File: src/rtl/cpu_pkg.sv
// Shared CPU definitions: branch opcodes, flag layout and
// the pending-counter occupancy encoding.
package cpu_pkg;

   localparam logic [4:0] OP_BEQ = 5'b10011;
   localparam logic [4:0] OP_BLT = 5'b10100;
   localparam logic [4:0] OP_BGT = 5'b10101;
   localparam logic [4:0] OP_BNE = 5'b10110;

   localparam int FLAG_Z = 1;
   localparam int FLAG_N = 0;

   typedef logic [1:0] flags_t;

   typedef enum logic [1:0] {
      PEND_EMPTY,
      PEND_BUSY,
      PEND_FULL
   } pend_state_t;

   function automatic logic is_branch(input logic [4:0] opcode);
      logic hit;
      hit = 1'b0;
      unique case (opcode)
         OP_BEQ, OP_BLT, OP_BGT, OP_BNE: hit = 1'b1;
         default:                        hit = 1'b0;
      endcase
      return hit;
   endfunction

endpackage

File: src/rtl/flag_pend_counter.sv
// Saturating count of flag-setters between ID issue and EX
// writeback, with flush, occupancy state and sticky error.
module flag_pend_counter
   import cpu_pkg::*;
#(
   parameter int MAX_PEND = 3,
   parameter int PW       = $clog2(MAX_PEND + 1)
) (
   input  logic          clk,
   input  logic          rst,
   input  logic          en,
   input  logic          flush,
   input  logic          inc,
   input  logic          dec,
   output logic [PW-1:0] pend,
   output pend_state_t   state,
   output logic          err
);

   localparam logic [PW-1:0] MAX_V = PW'(MAX_PEND);
   localparam logic [PW-1:0] ONE_V = PW'(1);

   logic [PW-1:0] cnt_d, cnt_q;
   logic          err_d, err_q;
   pend_state_t   state_d, state_q;

   always_comb begin
      cnt_d = cnt_q;
      err_d = err_q;
      if (en) begin
         if (flush) begin
            cnt_d = '0;
         end else if (inc && !dec) begin
            if (cnt_q == MAX_V) err_d = 1'b1;
            else                cnt_d = cnt_q + ONE_V;
         end else if (dec && !inc) begin
            if (cnt_q == '0) err_d = 1'b1;
            else             cnt_d = cnt_q - ONE_V;
         end
      end
   end

   always_comb begin
      state_d = PEND_BUSY;
      if (cnt_d == '0)         state_d = PEND_EMPTY;
      else if (cnt_d == MAX_V) state_d = PEND_FULL;
   end

   always_ff @(posedge clk or posedge rst) begin
      if (rst) begin
         cnt_q   <= '0;
         err_q   <= 1'b0;
         state_q <= PEND_EMPTY;
      end else begin
         cnt_q   <= cnt_d;
         err_q   <= err_d;
         state_q <= state_d;
      end
   end

   assign pend  = cnt_q;
   assign state = state_q;
   assign err   = err_q;

endmodule

File: src/rtl/branch_flag_unit.sv
// Zero/negative flag producer for the branch resolver, with
// in-flight tracking, branch stall and optional EX bypass.
module branch_flag_unit
   import cpu_pkg::*;
#(
   parameter int DATA_W   = 32,
   parameter int MAX_PEND = 3,
   parameter bit BYPASS   = 1'b1
) (
   input  logic              clk,
   input  logic              rst,
   input  logic              pipe_stall,
   input  logic              flush,
   input  logic              id_valid,
   input  logic [4:0]        id_opcode,
   input  logic              id_sets_flags,
   input  logic              ex_valid,
   input  logic              ex_flag_we,
   input  logic [DATA_W-1:0] ex_result,
   output logic [1:0]        flags,
   output logic              flags_stall,
   output logic              pend_err
);

   localparam int PW = $clog2(MAX_PEND + 1);

   flags_t        live_flags;
   flags_t        flag_d, flag_q;
   logic          id_branch;
   logic          issue, retire;
   logic          fwd;
   logic [PW-1:0] pend;
   pend_state_t   pend_state;

   always_comb begin
      live_flags         = '0;
      live_flags[FLAG_Z] = (ex_result == '0);
      live_flags[FLAG_N] = ex_result[DATA_W-1];
   end

   assign id_branch = id_valid && is_branch(id_opcode);
   assign retire    = ex_valid && ex_flag_we && !pipe_stall;

   // Last in-flight setter retiring now: its flags are already live.
   assign fwd = BYPASS && (pend == PW'(1)) && retire;

   assign flags_stall = id_branch
                     && (pend_state != PEND_EMPTY)
                     && !fwd;

   assign issue = id_valid && id_sets_flags
               && !flags_stall && !pipe_stall;

   always_comb begin
      flag_d = flag_q;
      if (retire) flag_d = live_flags;
   end

   always_ff @(posedge clk or posedge rst) begin
      if (rst) flag_q <= '0;
      else     flag_q <= flag_d;
   end

   assign flags = fwd ? live_flags : flag_q;

   flag_pend_counter #(
      .MAX_PEND (MAX_PEND),
      .PW       (PW)
   ) u_pend (
      .clk   (clk),
      .rst   (rst),
      .en    (!pipe_stall),
      .flush (flush),
      .inc   (issue),
      .dec   (retire),
      .pend  (pend),
      .state (pend_state),
      .err   (pend_err)
   );

endmodule

File: config.mk
export PLATFORM = sky130hd
export DESIGN_NAME = branch_flag_unit
export DESIGN_NICKNAME = d
export VERILOG_FILES = /design/src/rtl/cpu_pkg.sv /design/src/rtl/flag_pend_counter.sv /design/src/rtl/branch_flag_unit.sv
export SDC_FILE = /design/constraint.sdc
export NUM_CORES = 1
export LEC_CHECK = 0
export BUFFER_PORTS_ARGS = -buffer_cell sky130_fd_sc_hd__buf_2
export CAP_MARGIN = 40
export CORE_UTILIZATION = 38
export CTS_CLUSTER_SIZE = 12
export DETAILED_ROUTE_END_ITERATION = 12
export HOLD_SLACK_MARGIN = 0.08
export PLACE_DENSITY = 0.92
export SYNTH_ARGS = -nofsm -noshare
export SYNTH_HDL_FRONTEND = slang
export SYNTH_SLANG_ARGS = --single-unit
File: constraint.sdc
create_clock -name clk -period 4.2 [get_ports clk]
set_input_delay 0.21 -clock clk [delete_from_list [all_inputs] [get_ports clk]]
set_output_delay 0.21 -clock clk [all_outputs]
set_load 0.005 [all_outputs]
# Word-level counts from Yosys, hierarchy flattened
# Index checks and enable logic that the tools add are counted.
[totals]
register_bits = 7
inputBits = 45
output_inout_bits = 4
elab_cells = 54
[op_classes]
addsub = 2
eq_ne = 8
muxes = 14
bitwise_logic = 2
reduce_logical = 24
[op_table]
columns = ["operator", "n"]
rows = [
  ["zero test 32 bit", 1],
  ["equality test 5 bit, second input constant", 4],
  ["2-to-1 mux 2 bit", 9],
  ["logical AND 1 bit", 11],
  ["nonzero test 2 bit", 3],
  ["zero test 1 bit", 5],
  ["2-to-1 mux 1 bit", 5],
  ["AND reduction 5 bit", 1],
  ["equality test 2 bit, second input constant", 2],
  ["zero test 2 bit", 2],
  ["OR reduction 4 bit", 1],
  ["adder 2 x 1 -> 2 bit, second input constant", 1],
  ["equality test 2 x 1 -> 1 bit, second input constant", 1],
  ["!= test 2 bit, second input constant", 1],
  ["NOT 1 bit", 2],
  ["subtractor 2 x 1 -> 2 bit, second input constant", 1],
]

# Logic depth before layout (Yosys ltp)
# Gate-level depths: netlist (run 1).
[logic_depth]
depth_word = 18
mapped_depth = 6
ltp_nobuf = 6

# By module
# Synthesis (run 1) repeated with hierarchy kept, for this count alone.
[hier_totals]
cells_unflattened = 61
area_unflattened_um2 = 555.5
[by_module_without_submodules]
columns = ["mod", "n_inst", "cells_per_inst", "area_each_um2", "seq_area_each_um2"]
rows = [
  ["flag_pend_counter", 1, 30, 304.0, 125.1],
  ["branch_flag_unit", 1, 31, 251.5, 50.0],
]

# Least setup slack after synthesis (run 1)
# OpenSTA, ideal clock, no wires.
[synth_timing]
path_type = "reg-to-reg"
start = "register u_pend.state_q[1] (netlist: u_pend.state[1])"
end = "register u_pend.state_q[0] (netlist: u_pend.state[0])"
setup_ns = 0.126
arrival_time_ns = 1.323
t_required_ns = 4.074
setup_slack_ns = 2.751
path_stages_with_launch = 7
path_buffers = 0
synth_period_minus_slack_ns = 1.449
path_cell_list = "dfrtp_1 -> nor2_1 -> nor3_1 -> a21oi_2 -> nor3_1 -> o21ai_0 -> ha_1"
[synth_between]
elab_chain_len = 15
word_cells_on_any_way = 17
cone_classes = "1 x eq/ne; 6 x mux; 10 x reduce/logical"
[synth_lines]
columns = ["element", "line_no", "text"]
rows = [
  ["start, declared", "flag_pend_counter.sv:25", "pend_state_t state_d, state_q;"],
  ["start signal, assigned", "flag_pend_counter.sv:57", "state_q <= state_d;"],
  ["nonzero test 2 bit (*)", "branch_flag_unit.sv:48", "&& (pend_state != PEND_EMPTY)"],
  ["logical AND 1 bit (*)", "branch_flag_unit.sv:48", ""],
  ["logical AND 1 bit (*)", "branch_flag_unit.sv:49", "&& !fwd;"],
  ["zero test 1 bit (*)", "branch_flag_unit.sv:52", "&& !flags_stall && !pipe_stall;"],
  ["logical AND 1 bit (*) (2 in series)", "branch_flag_unit.sv:52", ""],
  ["zero test 1 bit", "flag_pend_counter.sv:36", "end else if (dec && !inc) begin"],
  ["logical AND 1 bit", "flag_pend_counter.sv:36", ""],
  ["2-to-1 mux 2 bit", "flag_pend_counter.sv:36", ""],
  ["2-to-1 mux 2 bit (*)", "flag_pend_counter.sv:33", "end else if (inc && !dec) begin"],
  ["2-to-1 mux 2 bit (*)", "flag_pend_counter.sv:31", "if (flush) begin"],
  ["2-to-1 mux 2 bit (*)", "flag_pend_counter.sv:30", "if (en) begin"],
  ["named net u_pend.cnt_d[1]", "flag_pend_counter.sv:23", "logic [PW-1:0] cnt_d, cnt_q;"],
  ["equality test 2 bit", "flag_pend_counter.sv:46", "else if (cnt_d == MAX_V) state_d = PEND_FULL;"],
  ["2-to-1 mux 2 bit", "flag_pend_counter.sv:46", ""],
  ["2-to-1 mux 2 bit (*)", "flag_pend_counter.sv:45", "if (cnt_d == '0) state_d = PEND_EMPTY;"],
  ["named net u_pend.state_d[0]", "flag_pend_counter.sv:25", ""],
]
# Mark *: on every way through the listed nets, which the timed path passes. The rest lies on a longest branch.
# A chain may end at the register's enable or synchronous reset.

==> results.md, run 1 <==
- The worst-case vdd ir drop is 0.000144 V.
- After synthesis the cells add up to 522 um^2.
- The category of the worst setup path capture point is an output port.
- The slowest library cell on the worst path is sky130_fd_sc_hd__dfrtp_1.
- Setup violations remaining at the end of the flow were counted as 0.
- The share of total power dissipated in the clock network is 0.303.
- The post-layout utilization of the core is 0.684.
- The deepest clock path buffer count is 2.
- The power density over cell area is 244 mW/mm^2.
- The area overhead of the layout relative to synthesis is 55.4%.
- The hold path startpoint is ex_result[31].
- After global routing the overflow that remains totals 0.
- The full die area is 0.00153 mm^2.
- Clock-pin slew was measured on the worst setup and hold paths at 50 ps.
- Dividing the final minimum period by the clock period gives 0.416.
- The adder-cell area share of the yosys netlist is 0.0240.
- The number of max-cap violations is 0.
- The number of primary I/O pins is 49.
- The share of total power consumed by net switching is 0.272.
- In this design, the stage delay of the slowest critical-path cell is 470 ps.
- The final routed DRC violation total is 0.
- The worst slew slack as a fraction of its limit is 0.748.
- The fraction of layout cells with a size suffix above 1 is 0.514.
- The run finished with clean final reports.
- The synthesized-area fraction occupied by xor and xnor cells is 0.0168.
- The final critical path time including I/O delays and setup is 1750 ps.
- The number of antenna violations at the first check in global routing is 0.
- The worst setup path is of the reg -> out kind.
- Traced cell by cell, the critical path runs through nor3b_2 -> mux2_2 -> buf_2.
- Counting the buffers created by CTS gives 3.
- The combinational family with the most area after synthesis is simple AND/OR/NAND/NOR gates.
- The critical path data required time is 3990 ps.
- The sequential cell area fraction in the yosys report is 0.336.
- The count of buffers added on input and output ports is 48.
- The largest clock skew in the final design is 3.59 ps.
- The floorplan has 12 rows.
- The pin count of the biggest net entering global routing is 11.
- Counting distinct cell types in the post-synthesis netlist gives 29.
- After clock tree synthesis, the setup repair step added 0 buffers.
- Clock latency on the worst-skew pair, taken at its later pin, is 250 ps.
- The Yosys step of the flow raised 0 warnings.
- The die is 39.1 um wide.
- The number of gates resized after cts is 0.
- The repair_antennas step left the layout with diodes totalling 0.
- The deepest level of the CTS H-tree is 1.
- The die is 39.1 um tall.
- The average wire per cell in the routed design is 11.5 um.
- TritonCTS built the clock tree.
- The number of nets still failing antenna checks after routing is 0.
- The net count of the finished layout is 158.
- The kind of cell adding the most delay to the critical path is flip-flops.
- In this run, the number of DRC markers left after iteration 0 of detailed routing was 5.
- The synthesized area divided by synthesized cell count is 8.84 um^2.
- The tightest min-delay check is of the in -> reg type.
- The detailed router placed 680 vias in this run.
- For the worst setup path, the data arrival time is 1540 ps.
- Together, buffers and inverters on the worst path number 1.
- The simple-gate area share of the yosys netlist is 0.355.
- For this configuration, the core starts out at a cell density of 0.440.
- The count of state elements after synthesis is 7.
- The slew of the pin with the lowest slew margin is 368 ps.
- The via count of the first global-routing pass is 607.
- The average vias per placed instance is 5.44.
- Setup repair after global routing left no endpoint under its margin.
- The switching power of the nets is 0.0538 mW.
- The first detailed-routing pass took 4 iterations.
- The sequential cell fraction of total power is 0.422.
- Wires add up to 1440 um.
- The leakage power is 0.407 nW.
- The worst setup path is launched from a flip-flop.
- For the final routed database, the setup TNS stands at 0 ps.
- The final weighted congestion in routability-driven placement is 0.783.
- The overall power after layout is 0.198 mW.
- Internal power comes to 0.144 mW.
- The final hold violation count is 0.
- The proportion of synthesized area in mux cells is 0.0839.
- The number of instances in the synthesized netlist is 59.
- The root buffer cell chosen for the clock tree is sky130_fd_sc_hd__clkbuf_4.
- Timing would allow up to 572 MHz.
- The number of sinks on the clock net is 7.
- In this run the standard cell core region covers 0.00119 mm^2.
- The worst-path maximum fanout is 10.
- The first global-routing pass estimated 2220 um of wire.
- Counting every net in the synthesized netlist gives 105.
- For this run, the total global-route usage over all layers was measured as 0.230.
- The final count of pins violating max slew is 0.
- The post-detailed-placement half-perimeter wirelength is 1230 um.
- The combinational power share is 0.274.
- The launch instance of the worst register-to-register path is u_pend.state[1].
- The share of the synthesized area in compound gates (AO/OA/AOI/OAI) is 0.161.
power by group through the flow:
stage | Sequential (mW) | Clock (mW) | Combinational (mW)
3_3_place_gp | 0.0840 | 0 | 0.0526
4_1_cts | 0.0833 | 0.0616 | 0.0550
2_1_floorplan | 0.0807 | 0 | 0.0274
6_report | 0.0836 | 0.0600 | 0.0543
3_5_place_dp | 0.0845 | 0 | 0.0541
5_1_grt | 0.0845 | 0.0636 | 0.0608
timing repair:
item                                    in CTS  in global routing
hold buffers                                 1                  0
endpoints found under the hold margin        7                  0
endpoints found under the setup margin       0                  0
cells in the mapped netlist:
library cell	count	area share
sky130_fd_sc_hd__a21oi_1	1	0.0096
sky130_fd_sc_hd__o21ai_0	3	0.029
sky130_fd_sc_hd__and4_1	1	0.017
sky130_fd_sc_hd__nand4_1	3	0.036
sky130_fd_sc_hd__nor3b_2	1	0.024
sky130_fd_sc_hd__inv_1	2	0.014
sky130_fd_sc_hd__o21a_1	1	0.014
sky130_fd_sc_hd__nor4_1	8	0.096
sky130_fd_sc_hd__o31ai_1	1	0.014
sky130_fd_sc_hd__nor3_1	3	0.029
sky130_fd_sc_hd__a21oi_2	1	0.017
sky130_fd_sc_hd__mux2i_1	1	0.019
sky130_fd_sc_hd__or3_1	1	0.012
sky130_fd_sc_hd__xnor2_1	1	0.017
sky130_fd_sc_hd__nor2_1	4	0.029
sky130_fd_sc_hd__nand3b_1	1	0.014
sky130_fd_sc_hd__o21ai_1	2	0.019
sky130_fd_sc_hd__a31oi_1	1	0.012
sky130_fd_sc_hd__a22oi_1	1	0.014
sky130_fd_sc_hd__ha_1	1	0.024
sky130_fd_sc_hd__nand2b_1	1	0.012
sky130_fd_sc_hd__mux2_2	3	0.065
sky130_fd_sc_hd__dfrtp_1	7	0.34
sky130_fd_sc_hd__a21o_1	1	0.014
sky130_fd_sc_hd__a2111oi_0	1	0.017
sky130_fd_sc_hd__nand2_1	4	0.029
sky130_fd_sc_hd__nand3_1	2	0.019
sky130_fd_sc_hd__nand3b_4	1	0.038
sky130_fd_sc_hd__buf_2	1	0.0096
worst paths after layout:
check | to | slack [ps] | cells past startpoint
worst min register to register | u_pend.err | 450 | 1
min in group asynchronous | async pin | 430 | 3
max in group asynchronous | u_pend.state[0] | 3560 | 3
worst max register to register | u_pend.state[0] | 2650 | 6
worst min-delay path | flag_q[0] | 220 | 2
worst max-delay path | flags[0] | 2450 | 3
cells by family (layout without fill, tap and decap cells):
family | Yosys count | in the layout
compound gates | 13 | 13
xor+xnor | 1 | 1
fa+ha+maj | 1 | 1
buf+inv | 3 | 55
flops | 7 | 7
mux | 4 | 4
simple gates | 30 | 30
through the flow:
| stage | hold slack, ps | cell area, um^2 | std cells | worst slack [ps] |
|---|---|---|---|---|
| 6_report | 218 | 811 | 125 | 2450 |
| 5_1_grt | 230 | 811 | 125 | 2380 |
| 4_1_cts | 220 | 811 | 125 | 2440 |
| 3_5_place_dp | 151 | 774 | 120 | 2630 |
| 3_3_place_gp | 146 | 774 | 120 | 2660 |
| 2_1_floorplan | 13.4 | 522 | 59 | 2750 |
layer usage:
layer  share of wire  track usage  routed length [um]  vias to the layer above
li1                -            -                   -                      337
met4           0.029        0.181                  42                        0
met1            0.37        0.207                 538                      296
met2            0.50        0.425                 715                       43
met5               0            0                   0                        -
met3           0.099       0.0578                 142                        4
cells in the final DEF, fill, tap and decap left out, types with 2 or more instances in the layout:
master,count
sky130_fd_sc_hd__nor4_1,8
sky130_fd_sc_hd__o21ai_0,3
sky130_fd_sc_hd__nand3_1,2
sky130_fd_sc_hd__nand2_1,4
sky130_fd_sc_hd__dfrtp_1,7
sky130_fd_sc_hd__nor3_1,3
sky130_fd_sc_hd__clkbuf_4,3
sky130_fd_sc_hd__buf_2,48
sky130_fd_sc_hd__nor2_1,4
sky130_fd_sc_hd__inv_1,2
sky130_fd_sc_hd__mux2_2,3
sky130_fd_sc_hd__o21ai_1,2
sky130_fd_sc_hd__nand4_1,3
worst register-to-register path, stage by stage, from the launching register on:
cell and delay (ps):
sky130_fd_sc_hd__dfrtp_1 320, sky130_fd_sc_hd__nor2_1 40, sky130_fd_sc_hd__nor3_1 320, sky130_fd_sc_hd__a21oi_2 140, sky130_fd_sc_hd__nor3_1 170, sky130_fd_sc_hd__o21ai_0 140, sky130_fd_sc_hd__ha_1 300
area by class of cell:
class	count	area (um^2)
clock buffer	4	26.3
fill	101	375
inverter	2	7.51
multi-input combinational	49	334
sequential	7	175
tap	14	17.5
timing repair buffer	49	250
No activity file was read; power rests on OpenSTA's default activity.
==> run 2, diff against run 1 <==
--- a/config.mk
+++ b/config.mk
@@ -7,11 +7,11 @@
 export LEC_CHECK = 0
 export BUFFER_PORTS_ARGS = -buffer_cell sky130_fd_sc_hd__buf_2
 export CAP_MARGIN = 40
-export CORE_UTILIZATION = 38
+export CORE_UTILIZATION = 35
 export CTS_CLUSTER_SIZE = 12
 export DETAILED_ROUTE_END_ITERATION = 12
 export HOLD_SLACK_MARGIN = 0.08
-export PLACE_DENSITY = 0.92
+export PLACE_DENSITY = 0.86
 export SYNTH_ARGS = -nofsm -noshare
 export SYNTH_HDL_FRONTEND = slang
 export SYNTH_SLANG_ARGS = --single-unit
==> constraint.sdc (replaced) <==
create_clock -name clk -period 1.8 [get_ports clk]
set_input_delay 0.09 -clock clk [delete_from_list [all_inputs] [get_ports clk]]
set_output_delay 0.09 -clock clk [all_outputs]
set_load 0.005 [all_outputs]
==> run 2 against run 1 <==
  * Clock power rose by 130%
  * Total power rose by 130%
  * Via count fell by 2.2%
  * Global-route usage fell by 4.0 points
  * Sequential power rose by 130%
  * Die area rose by 8.1%
  * Final area rose by 0.15%
  * Combinational power rose by 130%
  * Routed wire length fell by 7.9%
  * Worst setup slack got worse by 2300 ps
  * Hold slack got worse by 120 ps
  * Highest routed layer unchanged
==> results.md, run 2 (same netlist as run 1, synthesis figures left out) <==
- In this run the clock root is driven by a sky130_fd_sc_hd__clkbuf_4.
- TritonCTS built the clock tree.
- The final cell count without fillers is 126 (+0.80%).
- The minimum setup slack in the final design is 143 ps (-2310 ps).
- The number of antenna violations at the first check in global routing came to 0 (unchanged).
- The total number of placement rows was 13 (+1).
- The switching power of the nets is 0.125 mW (+130%).
- Dividing the final minimum period by the clock period gives 0.920.
- The net count of the finished layout was 158 (unchanged).
- The placed cell count is 121 (+0.83%).
- The final count of pins violating max slew is 0 (unchanged).
- The overall via count from detail_route was 665 (-2.2%).
- The total length of routed wires is 1330 um (-7.9%).
- The sequential cell fraction of total power came to 0.422 (about the same).
- The count of buffers inserted at the top-level ports is 48 (unchanged).
- The post-placement setup slack came to 204 ps (-2420 ps).
- The area occupied by multi-input gates came to 334 um^2 (unchanged).
- In this run the most critical hold path is launched from ex_result[31].
- The run finished with clean final reports.
- The vertical die dimension is 40.6 um (+4.0%).
- Leaving out fill and tap cells, the most frequent cells in the layout are sky130_fd_sc_hd__buf_2, sky130_fd_sc_hd__nor4_1, sky130_fd_sc_hd__dfrtp_1.
- The first-pass GRT wire length is 2030 um (-8.7%).
- The slew of the pin with the lowest slew margin came to 361 ps (-6.78 ps).
- The remaining global-route overflow is 0 (unchanged).
- The count of endpoints failing setup in the final report came to 0 (unchanged).
- The worst slew slack as a fraction of its limit came to 0.753 (+0.00464).
- The full die area is 0.00165 mm^2 (+8.1%).
- The critical path in this run is classified as reg -> out.
- The number of max-cap violations came to 0 (unchanged).
- The overall power after layout is 0.461 mW (+130%).
- The largest clock skew in the final design is 5.17 ps (+1.58 ps).
- The initial cell density of the core is 0.386 (-0.0534).
- The final hold violation count was 0 (unchanged).
- The pin count of the biggest net entering global routing is 11 (unchanged).
- The worst hold path belongs to the class in -> reg.
- The core footprint is 0.00135 mm^2 (+14%).
- The clock latency at the later pin of the worst-skew pair is 250 ps (about the same).
- The post-detailed-placement half-perimeter wirelength is 1150 um (-5.9%).
- The signal arrival time at the worst endpoint was 1570 ps (+30 ps).
- The length of the first detailed-routing pass in iterations is 4 (unchanged).
- The worst-path maximum fanout is 10 (unchanged).
- The fmax is 604 MHz.
- The post-layout utilization of the core came to 0.601 (-0.0821).
- The category of the worst setup path capture point is an output port.
- The final routed DRC violation total came to 0 (unchanged).
- The area after detailed placement is 776 um^2 (+0.16%).
- The worst-case hold slack is 101 ps (-117 ps).
- The startpoint type of the worst setup path is a flip-flop.
- From synthesis to final layout, the design area changed by 55.6%.
- The number of primary I/O pins was 49 (unchanged).
- The launch instance of the worst register-to-register path is u_pend.state[1].
- The via count of the first global-routing pass came to 564 (-7.1%).
- The share of power burned in the clock network is 0.301 (-0.002).
- The total clock buffers created by CTS was 3 (unchanged).
- The clock slew at the register clock pins of the worst setup and hold paths was 50 ps (about the same).
- The critical path data required time came to 1710 ps (-2280 ps).
- The number of antenna cells inserted is 0 (unchanged).
- The sum of negative setup slack is 0 ps (unchanged).
- The power density over cell area is 567 mW/mm^2 (+130%).
- The average wire per cell in the routed design is 10.5 um (-8.6%).
- The leakage power came to 0.407 nW (unchanged).
- The routed design could run at a clock period as short as 1660 ps.
- The share of total power consumed by net switching is 0.271 (-0.00141).
- The number of nets still failing antenna checks after routing is 0 (unchanged).
- The internal power of the cells came to 0.336 mW (+130%).
- The deepest level of the CTS H-tree came to 1 (unchanged).
- The deepest clock path buffer count is 2 (unchanged).
- The final non-filler cell area came to 812 um^2 (+0.15%).
- The number of fill cells in the layout is 125 (+24%).
- The commonest non-fill, non-tap cell in the layout is sky130_fd_sc_hd__buf_2.
- The overall track demand over capacity in global routing was 0.191 (-0.0395).
- The average vias per placed instance was 5.28 (-3.0%).
- The number of DRC markers after the initial detailed-route iteration is 3 (-2).
- The final weighted congestion in routability-driven placement was 0.760 (-2.9%).
- The fraction of layout cells with a size suffix above 1 is 0.514 (unchanged).
- The die width is 40.6 um (+4.0%).
- The worst-case vdd ir drop is 0.000382 V (+160%).
- Setup repair after global routing left no endpoint under its margin.
- The combinational power share is 0.277 (+0.003).
- The number of sinks on the clock net came to 7 (unchanged).
- The register area is 175 um^2 (unchanged).
## run 2: cell counts in the layout (fill, tap and decap cells not counted)
Identical to the previous run, type by type.
## run 2: critical path: stages (launching register included)
cell                      delay [ps]
sky130_fd_sc_hd__dfrtp_1         480
sky130_fd_sc_hd__nor3b_2         340
sky130_fd_sc_hd__mux2_2          370
sky130_fd_sc_hd__buf_2           130
## run 2: power by group through the flow
stage	clock network [mW]	logic, mW	registers [mW]
finish	0.139	0.127	0.195
CTS	0.144	0.129	0.194
detailed placement	0	0.127	0.197
floorplan	0	0.0639	0.188
global route	0.152	0.144	0.197
global placement	0	0.123	0.196
## run 2: cell type report
class / count / area share
Multi-Input combinational cell: 49 / 0.411
Tap cell: 15 / 0.0231
Timing Repair Buffer: 49 / 0.308
Sequential cell: 7 / 0.216
Inverter: 2 / 0.00924
Clock buffer: 4 / 0.0324
## run 2: path summary, 6_finish.rpt
check | end | slack, ps | depth (start not counted)
min reg2reg | u_pend.err | 450 | 1
min | flag_q[0] | 100 | 2
max in group asynchronous | u_pend.pend[1] | 1280 | 3
min in group asynchronous | async pin | 310 | 3
max reg2reg | u_pend.state[0] | 180 | 6
max | flags[1] | 140 | 3
## run 2: per-layer routing
| metal | track usage | up-vias | share of wire |
|---|---|---|---|
| li1 | - | 336 | - |
| met5 | 0 | - | 0 |
| met4 | 0.125 | 0 | 0.014 |
| met3 | 0.0326 | 2 | 0.084 |
| met1 | 0.203 | 290 | 0.40 |
| met2 | 0.341 | 37 | 0.50 |
## run 2: timing repair
item	CTS	global route
endpoints found under the hold margin	7	0
gates resized for setup	0	0
hold buffers	1	0
setup buffers	0	0
==> run 3, diff against run 2 <==
--- a/config.mk
+++ b/config.mk
@@ -7,9 +7,11 @@
 export LEC_CHECK = 0
 export BUFFER_PORTS_ARGS = -buffer_cell sky130_fd_sc_hd__buf_2
 export CAP_MARGIN = 40
+export CORE_MARGIN = 2
 export CORE_UTILIZATION = 35
 export CTS_CLUSTER_SIZE = 12
 export DETAILED_ROUTE_END_ITERATION = 12
+export GPL_TIMING_DRIVEN = 0
 export HOLD_SLACK_MARGIN = 0.08
 export PLACE_DENSITY = 0.86
 export SYNTH_ARGS = -nofsm -noshare
==> run 3 against run 2 <==
  * Sequential power is 4% lower
  * Total power up 0.38%
  * Sequential share of layout area fell by 0.26 points
  * Routed wire length grew 9.4%
  * Largest power group unchanged
==> results.md, run 3 (same netlist as run 1, synthesis figures left out) <==
- The flow ran to the end, and the final reports show no timing, DRC or antenna violations.
- The number of antenna cells inserted was 0 (unchanged).
- The first-pass GRT wire length is 2390 um (+18%).
- The length of routed met2 wiring came to 791 um (+19%).
- The power density over cell area came to 563 mW/mm^2 (-0.84%).
- The core footprint came to 0.00135 mm^2 (unchanged).
- The die width came to 42.6 um (+4.9%).
- The number of sinks on the clock net is 7 (unchanged).
- The total length of routed wires is 1450 um (+9.4%).
- The share of total power consumed by net switching is 0.267 (-0.00315).
- The internal power of the cells is 0.339 mW (+0.82%).
- The deepest level of the CTS H-tree is 1 (unchanged).
- The number of cells on the worst reg-to-reg path came to 5 (-1).
- The number of DRC markers after the initial detailed-route iteration is 10 (+7).
- The average vias per placed instance was 5.54 (+4.9%).
- In this run the most critical hold path is launched from ex_result[31].
- The tightest min-delay check is of the in -> reg type.
- The signal arrival time at the worst endpoint came to 1560 ps (about the same).
- The sequential cell fraction of total power is 0.405 (-0.017).
- The average wire per cell in the routed design is 11.4 um (+8.6%).
- The library cells used most frequently in the layout, excluding fill and tap cells, are sky130_fd_sc_hd__buf_2, sky130_fd_sc_hd__nor4_1, sky130_fd_sc_hd__dfrtp_1.
- The critical path data required time is 1710 ps (about the same).
- The via count of the first global-routing pass is 657 (+16%).
- The worst-case vdd ir drop was 0.000408 V (+6.7%).
- The net count of the finished layout is 159 (+0.63%).
- The worst slew slack as a fraction of its limit is 0.744 (-0.00856).
- The total number of placement rows is 13 (unchanged).
- The final critical path time including I/O delays and setup was 1650 ps (-8.59 ps).
- The slew of the pin with the lowest slew margin is 374 ps (+12.5 ps).
- The count of endpoints failing setup in the final report came to 0 (unchanged).
- The sum of negative setup slack is 0 ps (unchanged).
- The detailed-routing wirelength on met1 was 462 um (-13%).
- The area after detailed placement is 781 um^2 (+0.65%).
- The final weighted congestion in routability-driven placement came to 0.802 (+5.6%).
- The clock latency at the later pin of the worst-skew pair was 240 ps (about the same).
- The post-layout utilization of the core came to 0.609 (+0.00741).
- The number of primary I/O pins came to 49 (unchanged).
- The final routed DRC violation total is 0 (unchanged).
- The final hold violation count was 0 (unchanged).
- The worst-path maximum fanout is 10 (unchanged).
- The total clock buffers created by CTS is 3 (unchanged).
- The sum of met3 wire segment lengths after detailed routing was 173 um (+54%).
- The remaining global-route overflow was 0 (unchanged).
- The type of the worst setup path is reg -> out.
- The share of power burned in the clock network is 0.293 (-0.008).
- The combinational power share is 0.303 (+0.026).
- The startpoint type of the worst setup path is a flip-flop.
- The overall via count from detail_route is 703 (+5.7%).
- The final count of pins violating max slew was 0 (unchanged).
- The area occupied by multi-input gates is 339 um^2 (+1.5%).
- The library cell used most frequently in the layout, excluding fill and tap cells, is sky130_fd_sc_hd__buf_2.
- Relative to the synthesized area, the layout overhead comes to 57.6%.
- The number of max-cap violations is 0 (unchanged).
- The number of antenna violations at the first check in global routing came to 0 (unchanged).
- The switching power of the nets is 0.124 mW (-0.78%).
- The initial cell density of the core came to 0.386 (unchanged).
- The fraction of layout cells with a size suffix above 1 is 0.527 (+0.0133).
- The deepest clock path buffer count came to 2 (unchanged).
- The full die area is 0.00182 mm^2 (+10%).
- The number of fill cells in the layout is 132 (+5.6%).
- The top routing layer in use is met4.
- The register area is 175 um^2 (unchanged).
- The final non-filler cell area is 822 um^2 (+1.2%).
- The length of the first detailed-routing pass in iterations is 4 (unchanged).
- The period utilization is 0.916 (-0.00477).
- The count of buffers inserted at the top-level ports was 48 (unchanged).
- The post-detailed-placement half-perimeter wirelength is 1310 um (+14%).
- The category of the worst setup path capture point is an output port.
- The number of nets still failing antenna checks after routing was 0 (unchanged).
- The largest clock skew in the final design is 0.650 ps (-4.52 ps).
- The pin count of the biggest net entering global routing is 11 (unchanged).
- The hold-critical path depth is 2 (unchanged).
- The capture instance of the worst register-to-register path is u_pend.state[0].
- The overall track demand over capacity in global routing is 0.178 (-0.0132).
- The leakage power is 0.413 nW (+1.4%).
- The overall power after layout is 0.463 mW (+0.38%).
- Setup repair after global routing left no endpoint under its margin.
- The worst-case register-to-register setup slack is 190 ps (about the same).
- The count of buffers added by post-CTS timing repair for setup is 0 (unchanged).
- For hold timing, the worst endpoint is flag_q[0].
- The buffer type at the clock tree root is sky130_fd_sc_hd__clkbuf_4.
- The vertical die dimension was 42.6 um (+4.9%).
- The worst-case hold slack is 120 ps (+19.2 ps).
- The clock slew at the register clock pins of the worst setup and hold paths came to 50 ps (about the same).
- The TritonCTS clock tree is yes.
- The fmax is 607 MHz (+0.52%).
[run 3: power by group through the flow]
stage | clock network [mW] | registers (mW) | logic [mW]
final | 0.135 | 0.187 | 0.140
after global placement | 0 | 0.188 | 0.134
after global routing | 0.150 | 0.189 | 0.157
after floorplan | 0 | 0.188 | 0.0639
after CTS | 0.143 | 0.188 | 0.141
after detailed placement | 0 | 0.190 | 0.140
[run 3: worst max path at each step]
stage          cells after the start               to       startpoint
3_3_place_gp                       5  u_pend.state[0]        flip-flop
4_1_cts                            4         flags[1]        flip-flop
5_1_grt                            4         flags[1]        flip-flop
6_report                           4         flags[1]        flip-flop
2_1_floorplan                      6  u_pend.state[0]  u_pend.state[1]
3_5_place_dp                       5  u_pend.state[0]        flip-flop
[run 3: critical path, stage by stage (launching register included)]
cell	delay [ps]
sky130_fd_sc_hd__dfrtp_1	320
sky130_fd_sc_hd__buf_2	180
sky130_fd_sc_hd__nor3b_2	310
sky130_fd_sc_hd__mux2_2	380
sky130_fd_sc_hd__buf_2	130
[run 3: what timing repair did]
action	in CTS	in global routing
hold endpoints to repair	7	0
hold buffers	1	0
setup endpoints to repair	0	1
resized for setup	0	1
[run 3: area by class of cell]
type	instances	share of cell area
Sequential cell	7	0.213
Timing Repair Buffer	49	0.304
Tap cell	15	0.0228
Buffer	1	0.00609
Clock buffer	4	0.0320
Inverter	2	0.00913
Multi-Input combinational cell	49	0.412
[run 3: per-layer routing]
| metal | vias to the layer above | global-route usage |
|---|---|---|
| met2 | 45 | 0.342 |
| met1 | 317 | 0.164 |
| met5 | - | 0 |
| met3 | 2 | 0.0431 |
| li1 | 339 | - |
| met4 | 0 | 0.106 |
[run 3: per-stage QoR]
| stage | worst slack (ps) | instances |
|---|---|---|
| floorplan | 351 | 59 |
| global placement | 238 | 122 |
| detailed placement | 162 | 122 |
| CTS | 132 | 127 |
| global route | 79.1 | 127 |
| finish | 152 | 127 |
